--- src/rtl/router_pkg.sv ---
// Shared definitions for the router packet generator: destination codes,
// payload limits, header packing, payload LFSR step and the generator FSM states.
package router_pkg;

  localparam logic [1:0] DEST_0       = 2'd0;
  localparam logic [1:0] DEST_1       = 2'd1;
  localparam logic [1:0] DEST_2       = 2'd2;
  localparam logic [1:0] DEST_INVALID = 2'd3;

  localparam int MAX_PAYLOAD = 63;

  typedef enum logic [2:0] {
    IDLE = 3'd0,
    HDR  = 3'd1,
    PAY  = 3'd2,
    PAR  = 3'd3,
    GAP  = 3'd4
  } gen_state_e;

  function automatic logic [7:0] pack_header(input logic [5:0] len, input logic [1:0] dest);
    return {len, dest};
  endfunction

  // Fibonacci step for x^8+x^6+x^5+x^4+1, shifting towards the MSB.
  function automatic logic [7:0] lfsr8_step(input logic [7:0] s);
    return {s[6:0], s[7] ^ s[5] ^ s[4] ^ s[3]};
  endfunction

endpackage

--- src/rtl/router_pkt_gen_if.sv ---
// Byte stream link between the packet generator and the router input port.
interface router_pkt_gen_if;
  logic       pkt_valid;
  logic [7:0] data_out;
  logic       busy;

  modport master (output pkt_valid, output data_out, input busy);
  modport slave  (input pkt_valid, input data_out, output busy);
endinterface

--- src/rtl/router_lfsr8.sv ---
// 8-bit payload LFSR; holds its value unless told to advance or reload.
module router_lfsr8
  import router_pkg::*;
#(
  parameter logic [7:0] SEED = 8'hA5
) (
  input  logic       clk,
  input  logic       resetn,
  input  logic       load,
  input  logic       adv,
  output logic [7:0] q
);

  // An all-zero state would lock the LFSR up.
  localparam logic [7:0] SEED_NZ = (SEED == 8'h00) ? 8'h01 : SEED;

  logic [7:0] q_d, q_q;

  always_comb begin
    q_d = q_q;
    if (load)     q_d = SEED_NZ;
    else if (adv) q_d = lfsr8_step(q_q);
  end

  always_ff @(posedge clk or negedge resetn) begin
    if (!resetn) q_q <= SEED_NZ;
    else         q_q <= q_d;
  end

  assign q = q_q;

endmodule

--- src/rtl/router_pkt_gen.sv ---
// Packet source for router_top: header, 1-63 LFSR payload bytes, even-parity
// byte, honouring the router's busy back-pressure on every byte.
module router_pkt_gen
  import router_pkg::*;
#(
  parameter logic [7:0] LFSR_SEED = 8'hA5,
  parameter int         IDLE_GAP  = 2
) (
  input  logic                   clk,
  input  logic                   resetn,
  input  logic                   start,
  input  logic [1:0]             dest,
  input  logic [5:0]             payload_len,
  router_pkt_gen_if.master       rif,
  output logic                   done,
  output logic                   cfg_err,
  output logic                   gen_active,
  output logic [7:0]             parity_out
);

  // GAP counts down from IDLE_GAP-1 to 0, giving IDLE_GAP cycles (IDLE_GAP <= 256).
  localparam logic [7:0] GAP_INIT = (IDLE_GAP > 0) ? 8'(IDLE_GAP - 1) : 8'd0;

  gen_state_e state_d, state_q;
  logic       pkt_valid_d, pkt_valid_q;
  logic [7:0] data_d, data_q;
  logic       done_d, done_q;
  logic       cfg_err_d, cfg_err_q;
  logic       gen_active_d, gen_active_q;
  logic [7:0] parity_out_d, parity_out_q;
  logic [7:0] gap_d, gap_q;
  logic [7:0] par_d, par_q;
  logic [5:0] cnt_d, cnt_q;
  logic [5:0] len_d, len_q;
  logic       lfsr_adv;
  logic [7:0] lfsr_q;
  logic       cfg_ok;

  router_lfsr8 #(.SEED(LFSR_SEED)) u_lfsr (
    .clk    (clk),
    .resetn (resetn),
    .load   (1'b0),
    .adv    (lfsr_adv),
    .q      (lfsr_q)
  );

  assign cfg_ok = (dest != DEST_INVALID) && (payload_len != 6'd0);

  always_comb begin
    state_d      = state_q;
    pkt_valid_d  = pkt_valid_q;
    data_d       = data_q;
    done_d       = 1'b0;
    cfg_err_d    = 1'b0;
    parity_out_d = parity_out_q;
    gap_d        = gap_q;
    par_d        = par_q;
    cnt_d        = cnt_q;
    len_d        = len_q;
    lfsr_adv     = 1'b0;

    case (state_q)
      IDLE: begin
        if (start) begin
          if (cfg_ok) begin
            len_d       = payload_len;
            data_d      = pack_header(payload_len, dest);
            pkt_valid_d = 1'b1;
            state_d     = HDR;
          end else begin
            cfg_err_d = 1'b1;
          end
        end
      end
      HDR: begin
        if (!rif.busy) begin
          par_d   = data_q;
          data_d  = lfsr_q;
          cnt_d   = 6'd0;
          state_d = PAY;
        end
      end
      PAY: begin
        // data_q always mirrors lfsr_q here, so the next byte is one LFSR step on.
        if (!rif.busy) begin
          par_d    = par_q ^ data_q;
          lfsr_adv = 1'b1;
          cnt_d    = cnt_q + 6'd1;
          if (cnt_q == len_q - 6'd1) begin
            pkt_valid_d = 1'b0;
            data_d      = par_q ^ data_q;
            state_d     = PAR;
          end else begin
            data_d = lfsr8_step(lfsr_q);
          end
        end
      end
      PAR: begin
        if (!rif.busy) begin
          done_d       = 1'b1;
          parity_out_d = data_q;
          data_d       = 8'h00;
          if (IDLE_GAP == 0) begin
            state_d = IDLE;
          end else begin
            state_d = GAP;
            gap_d   = GAP_INIT;
          end
        end
      end
      GAP: begin
        if (gap_q == 8'd0) state_d = IDLE;
        else               gap_d   = gap_q - 8'd1;
      end
      default: state_d = IDLE;
    endcase

    gen_active_d = (state_d != IDLE);
  end

  always_ff @(posedge clk or negedge resetn) begin
    if (!resetn) begin
      state_q      <= IDLE;
      pkt_valid_q  <= 1'b0;
      data_q       <= 8'h00;
      done_q       <= 1'b0;
      cfg_err_q    <= 1'b0;
      gen_active_q <= 1'b0;
      parity_out_q <= 8'h00;
      gap_q        <= 8'd0;
    end else begin
      state_q      <= state_d;
      pkt_valid_q  <= pkt_valid_d;
      data_q       <= data_d;
      done_q       <= done_d;
      cfg_err_q    <= cfg_err_d;
      gen_active_q <= gen_active_d;
      parity_out_q <= parity_out_d;
      gap_q        <= gap_d;
    end
  end

  // Running parity, byte count and latched length are only read after being loaded.
  always_ff @(posedge clk) begin
    par_q <= par_d;
    cnt_q <= cnt_d;
    len_q <= len_d;
  end

  assign rif.pkt_valid = pkt_valid_q;
  assign rif.data_out  = data_q;
  assign done          = done_q;
  assign cfg_err       = cfg_err_q;
  assign gen_active    = gen_active_q;
  assign parity_out    = parity_out_q;

endmodule

--- src/flat_wrapper.sv ---
// flat-port wrapper written by rule: the top's interface ports become plain ports
module router_pkt_gen_flat import router_pkg::*;
#(
  parameter logic [7:0] LFSR_SEED = 8'hA5,
  parameter int         IDLE_GAP  = 2
)
  (clk, resetn, start, dest, payload_len, done, cfg_err, gen_active, parity_out, rif_pkt_valid, rif_data_out, rif_busy);
  router_pkt_gen_if rif_i ();
  input  logic clk;
  input  logic resetn;
  input  logic start;
  input  logic [1:0] dest;
  input  logic [5:0] payload_len;
  output logic done;
  output logic cfg_err;
  output logic gen_active;
  output logic [7:0] parity_out;
  output wire logic [$bits(rif_i.pkt_valid)-1:0] rif_pkt_valid;
  output wire logic [$bits(rif_i.data_out)-1:0] rif_data_out;
  input wire logic [$bits(rif_i.busy)-1:0] rif_busy;
  assign rif_pkt_valid = rif_i.pkt_valid;
  assign rif_data_out = rif_i.data_out;
  assign rif_i.busy = rif_busy;
  router_pkt_gen #(.LFSR_SEED(LFSR_SEED), .IDLE_GAP(IDLE_GAP)) u_core (.clk(clk), .resetn(resetn), .start(start), .dest(dest), .payload_len(payload_len), .rif(rif_i), .done(done), .cfg_err(cfg_err), .gen_active(gen_active), .parity_out(parity_out));
endmodule
--- config.mk ---
export PLATFORM = sky130hd
export DESIGN_NAME = router_pkt_gen_flat
export DESIGN_NICKNAME = d
export VERILOG_FILES = /design/src/rtl/router_pkg.sv /design/src/rtl/router_pkt_gen_if.sv /design/src/rtl/router_lfsr8.sv /design/src/rtl/router_pkt_gen.sv /design/src/flat_wrapper.sv
export SDC_FILE = /design/constraint.sdc
export NUM_CORES = 1
export LEC_CHECK = 0
export CAP_MARGIN = 5
export CORE_MARGIN = 2
export CORE_UTILIZATION = 35
export DETAILED_ROUTE_END_ITERATION = 10
export GPL_TIMING_DRIVEN = 0
export MAX_ROUTING_LAYER = met4
export PLACE_DENSITY = 0.59
export SLEW_MARGIN = 40
export SYNTH_ARGS = -nofsm -noshare
export SYNTH_HDL_FRONTEND = slang
export SYNTH_HIERARCHICAL = 1
export SYNTH_SLANG_ARGS = --single-unit
export TNS_END_PERCENT = 1
--- constraint.sdc ---
create_clock -name clk -period 3.2 [get_ports clk]
set_input_delay 0.96 -clock clk [delete_from_list [all_inputs] [get_ports clk]]
set_output_delay 0.96 -clock clk [all_outputs]
set_load 0.05 [all_outputs]
==> results.txt <==
status - complete, no violations
post-synth cell types - 46
Final Cell Area - 3789 um^2
die width - 98.08 um
most frequent cells in the layout - nand2_1, dfrtp_1, clkdlybuf4s50_1
Routed WL per cell - 15.39 um
combinational share of power - 0.478
drt drc - 0
# diodes - 0
Post-DP Area - 3581 um^2
largest net degree at the start of global routing - 40
Num CTS Buffers - 9
FFs w/ async S/R, synth - 0.6610
Fin Hold WS - 0.4846 ns
Clock Tree Root - clkbuf_8
RSZ-0062 raised after global routing - no
global-route wire length before repair - 11850 um
clk buf depth - 2
GRT Residual Overflow - 0
initial cell density of the core - 0.3587
hold buffers post-CTS - 0
Clock Latency Late Sink - 0.34 ns
most common cell after layout, fill and taps aside - nand2_1
core box area - 8636 um^2
Post-synth EDFFs - 20
Synth Warn # - 6
post-synthesis cell area - 3098 um^2
DRT Pass-1 Iters - 4
worst path bufs/invs - 4
hpwl dp - 5124 um
nets@finish - 366
post-cts resize count - 0
Setup CP Type - input port to register
via/cell ratio - 4.981
Tot Pwr - 4.016 mW
# IOs - 32
CTS tree - built
Syn Area/Cell - 10.29 um^2
Clock Power Share - 0.170
Critical Path AT - 3.25 ns
# rows - 34
Slew headroom - 0.4438
Worst path max stage delay - 0.51 ns
post-CTS setup buffer count - 0
worst slew pin tran - 0.8312 ns
final period utilization - 0.9452
Critical Path Most Common Cell - nor2_1
Reg power frac - 0.352
PwrDens - 1060 nW/um^2
VDD IR max - 418.3 uV
sequential-to-total area share from yosys stat - 0.5105
cells along the critical path - clkdlybuf4s50_1, nor2_1, nand3_1, inv_1, clkbuf_1, buf_2, mux2i_1, nor2_1
Hold Fails Final Rpt - 0
Util after Layout - 0.4387
max-slew violations - 0
Critical Path Start Type - input port
FMAX - 330.6 MHz
switching part of the total - 0.4345
vias in the first global route - 2279
initial antenna violation count - 0
port buffer count - 31
Die Y - 98.08 um
Cells after Synth - 301
predominant post-synthesis flop cell - dfrtp_1
full die area - 9620 um^2
Net Sw Power - 1.745 mW
total track usage - 0.1618
crit path max-delay cell type - clkdlybuf4s50_1
Setup TNS Final - 0 ns
TritonCTS Sinks - 59
share of cells above drive strength 1 - 0.09577
r2r setup slk - 0.53 ns
Via Count - 2306
Routed WL - 7124 um
Synth Register Bits - 59
routability cong. - 0.8889
final number of setup-violating endpoints - 0
worst clock skew - 0.007595 ns
Reg clk slew, reported paths - 0.07 ns
Hold Path Class - register to register
Power Internal - 2.271 mW
max-cap check violation count - 0
area grow syn2layout - 22.29%
Top delay family on crit path - buffers and inverters
CP max FO - 10
CTS H-tree lvls - 3
DRT iter0 DRCs - 162
Lkg Pwr - 1.509 nW
Data required, critical path - 3.43 ns
CP Capture Type - register
fin crit period - 3.025 ns
post-route antenna net violation count - 0
[flip-flops by register name, indices dropped and copies added (netlist names)]
signal	flops
u_core/cfg_err	1
u_core/par_q	8
u_core/gen_active	1
u_core/gap_q	8
u_core/rif.pkt_valid	1
u_core/len_q	6
u_core/state_q	3
u_core/parity_out	8
u_core/done	1
u_core/rif.data_out	8
u_core/cnt_q	6
u_core/u_lfsr/q	8
[synthesized netlist by cell type, drive strengths merged, types with 2 or more instances]
master	number	area, um^2
nand2	46	172.7
dfrtp	35	875.8
xnor2	29	254.0
nor2	28	105.1
edfxtp	20	600.6
inv	17	63.81
mux2i	15	150.1
a21oi	12	60.06
xor2	10	87.58
nand4	8	50.05
clkbuf	7	26.28
nand3	7	35.03
o22a	7	61.31
o21ai	6	30.02
o311ai	5	43.79
a2111oi	4	53.81
buf	4	25.02
dfstp	4	105.1
ha	4	50.05
or3	4	30.03
a31oi	3	25.02
nor2b	3	18.77
nor3	3	15.01
a32oi	2	17.52
and2	2	12.51
o211ai	2	15.01
[metal layers]
metal / GRT usage / vias up / wire length (um)
met2: 0.2329 / 69 / 3188
li1: - / 1146 / -
met3: 0.03006 / 12 / 371
met1: 0.2227 / 1079 / 3417
met4: 0.07158 / 0 / 146
met5: - / - / 0
[power groups by stage]
stage | sequential (mW) | combinational [mW] | clock, mW
floorplan | 1.74 | 1.02 | 0
global placement | 1.43 | 1.87 | 0
detailed placement | 1.43 | 1.92 | 0
CTS | 1.42 | 1.93 | 0.701
global route | 1.46 | 2.09 | 0.733
finish | 1.42 | 1.92 | 0.681
[final timing paths]
kind,startpoint,end,depth (start not counted)
worst min-delay path,u_core/parity_out[7],u_core/parity_out[7],2
worst max-delay path,rif_busy,u_core/u_lfsr/q[3],8
worst min register to register,u_core/parity_out[7],u_core/parity_out[7],2
max in group asynchronous,resetn,u_core/u_lfsr/q[7],1
min in group asynchronous,resetn,u_core/done,1
worst max register to register,u_core/len_q[0],u_core/rif.data_out[7],6
[through the flow]
step,instances,worst slack (ns)
floorplan,306,0.8066
global placement,445,-0.4250
detailed placement,447,-0.1418
CTS,463,0.2039
global route,463,0.03366
finish,463,0.1753
[cells by family after synthesis]
kind of cell	share of synthesized area
AND/OR/NAND/NOR	0.1511
flip-flops	0.5105
AO/OA/AOI/OAI	0.1252
XOR/XNOR	0.1103
buffers and inverters	0.03716
multiplexers	0.04846
adder cells (fa/ha/maj)	0.01616
other	0.001210
[worst reg2reg max path: cells and delay by family (launching register included)]
kind | cells | cell delay (ns)
AO/OA/AOI/OAI | 2 | 0.81
buffers and inverters | 1 | 0.15
AND/OR/NAND/NOR | 3 | 1.12
flip-flops | 1 | 0.44
[final cells by class]
cell class                 count  area (um^2)
fill                         857         4847
tap                          108        135.1
sequential                    59         1582
buffer                        11        51.30
clock inverter                 3        17.52
multi-input combinational    219         1429
inverter                      17        63.81
timing repair buffer          33        320.3
clock buffer                  13        190.2
Power figures use the tool's default switching activity.
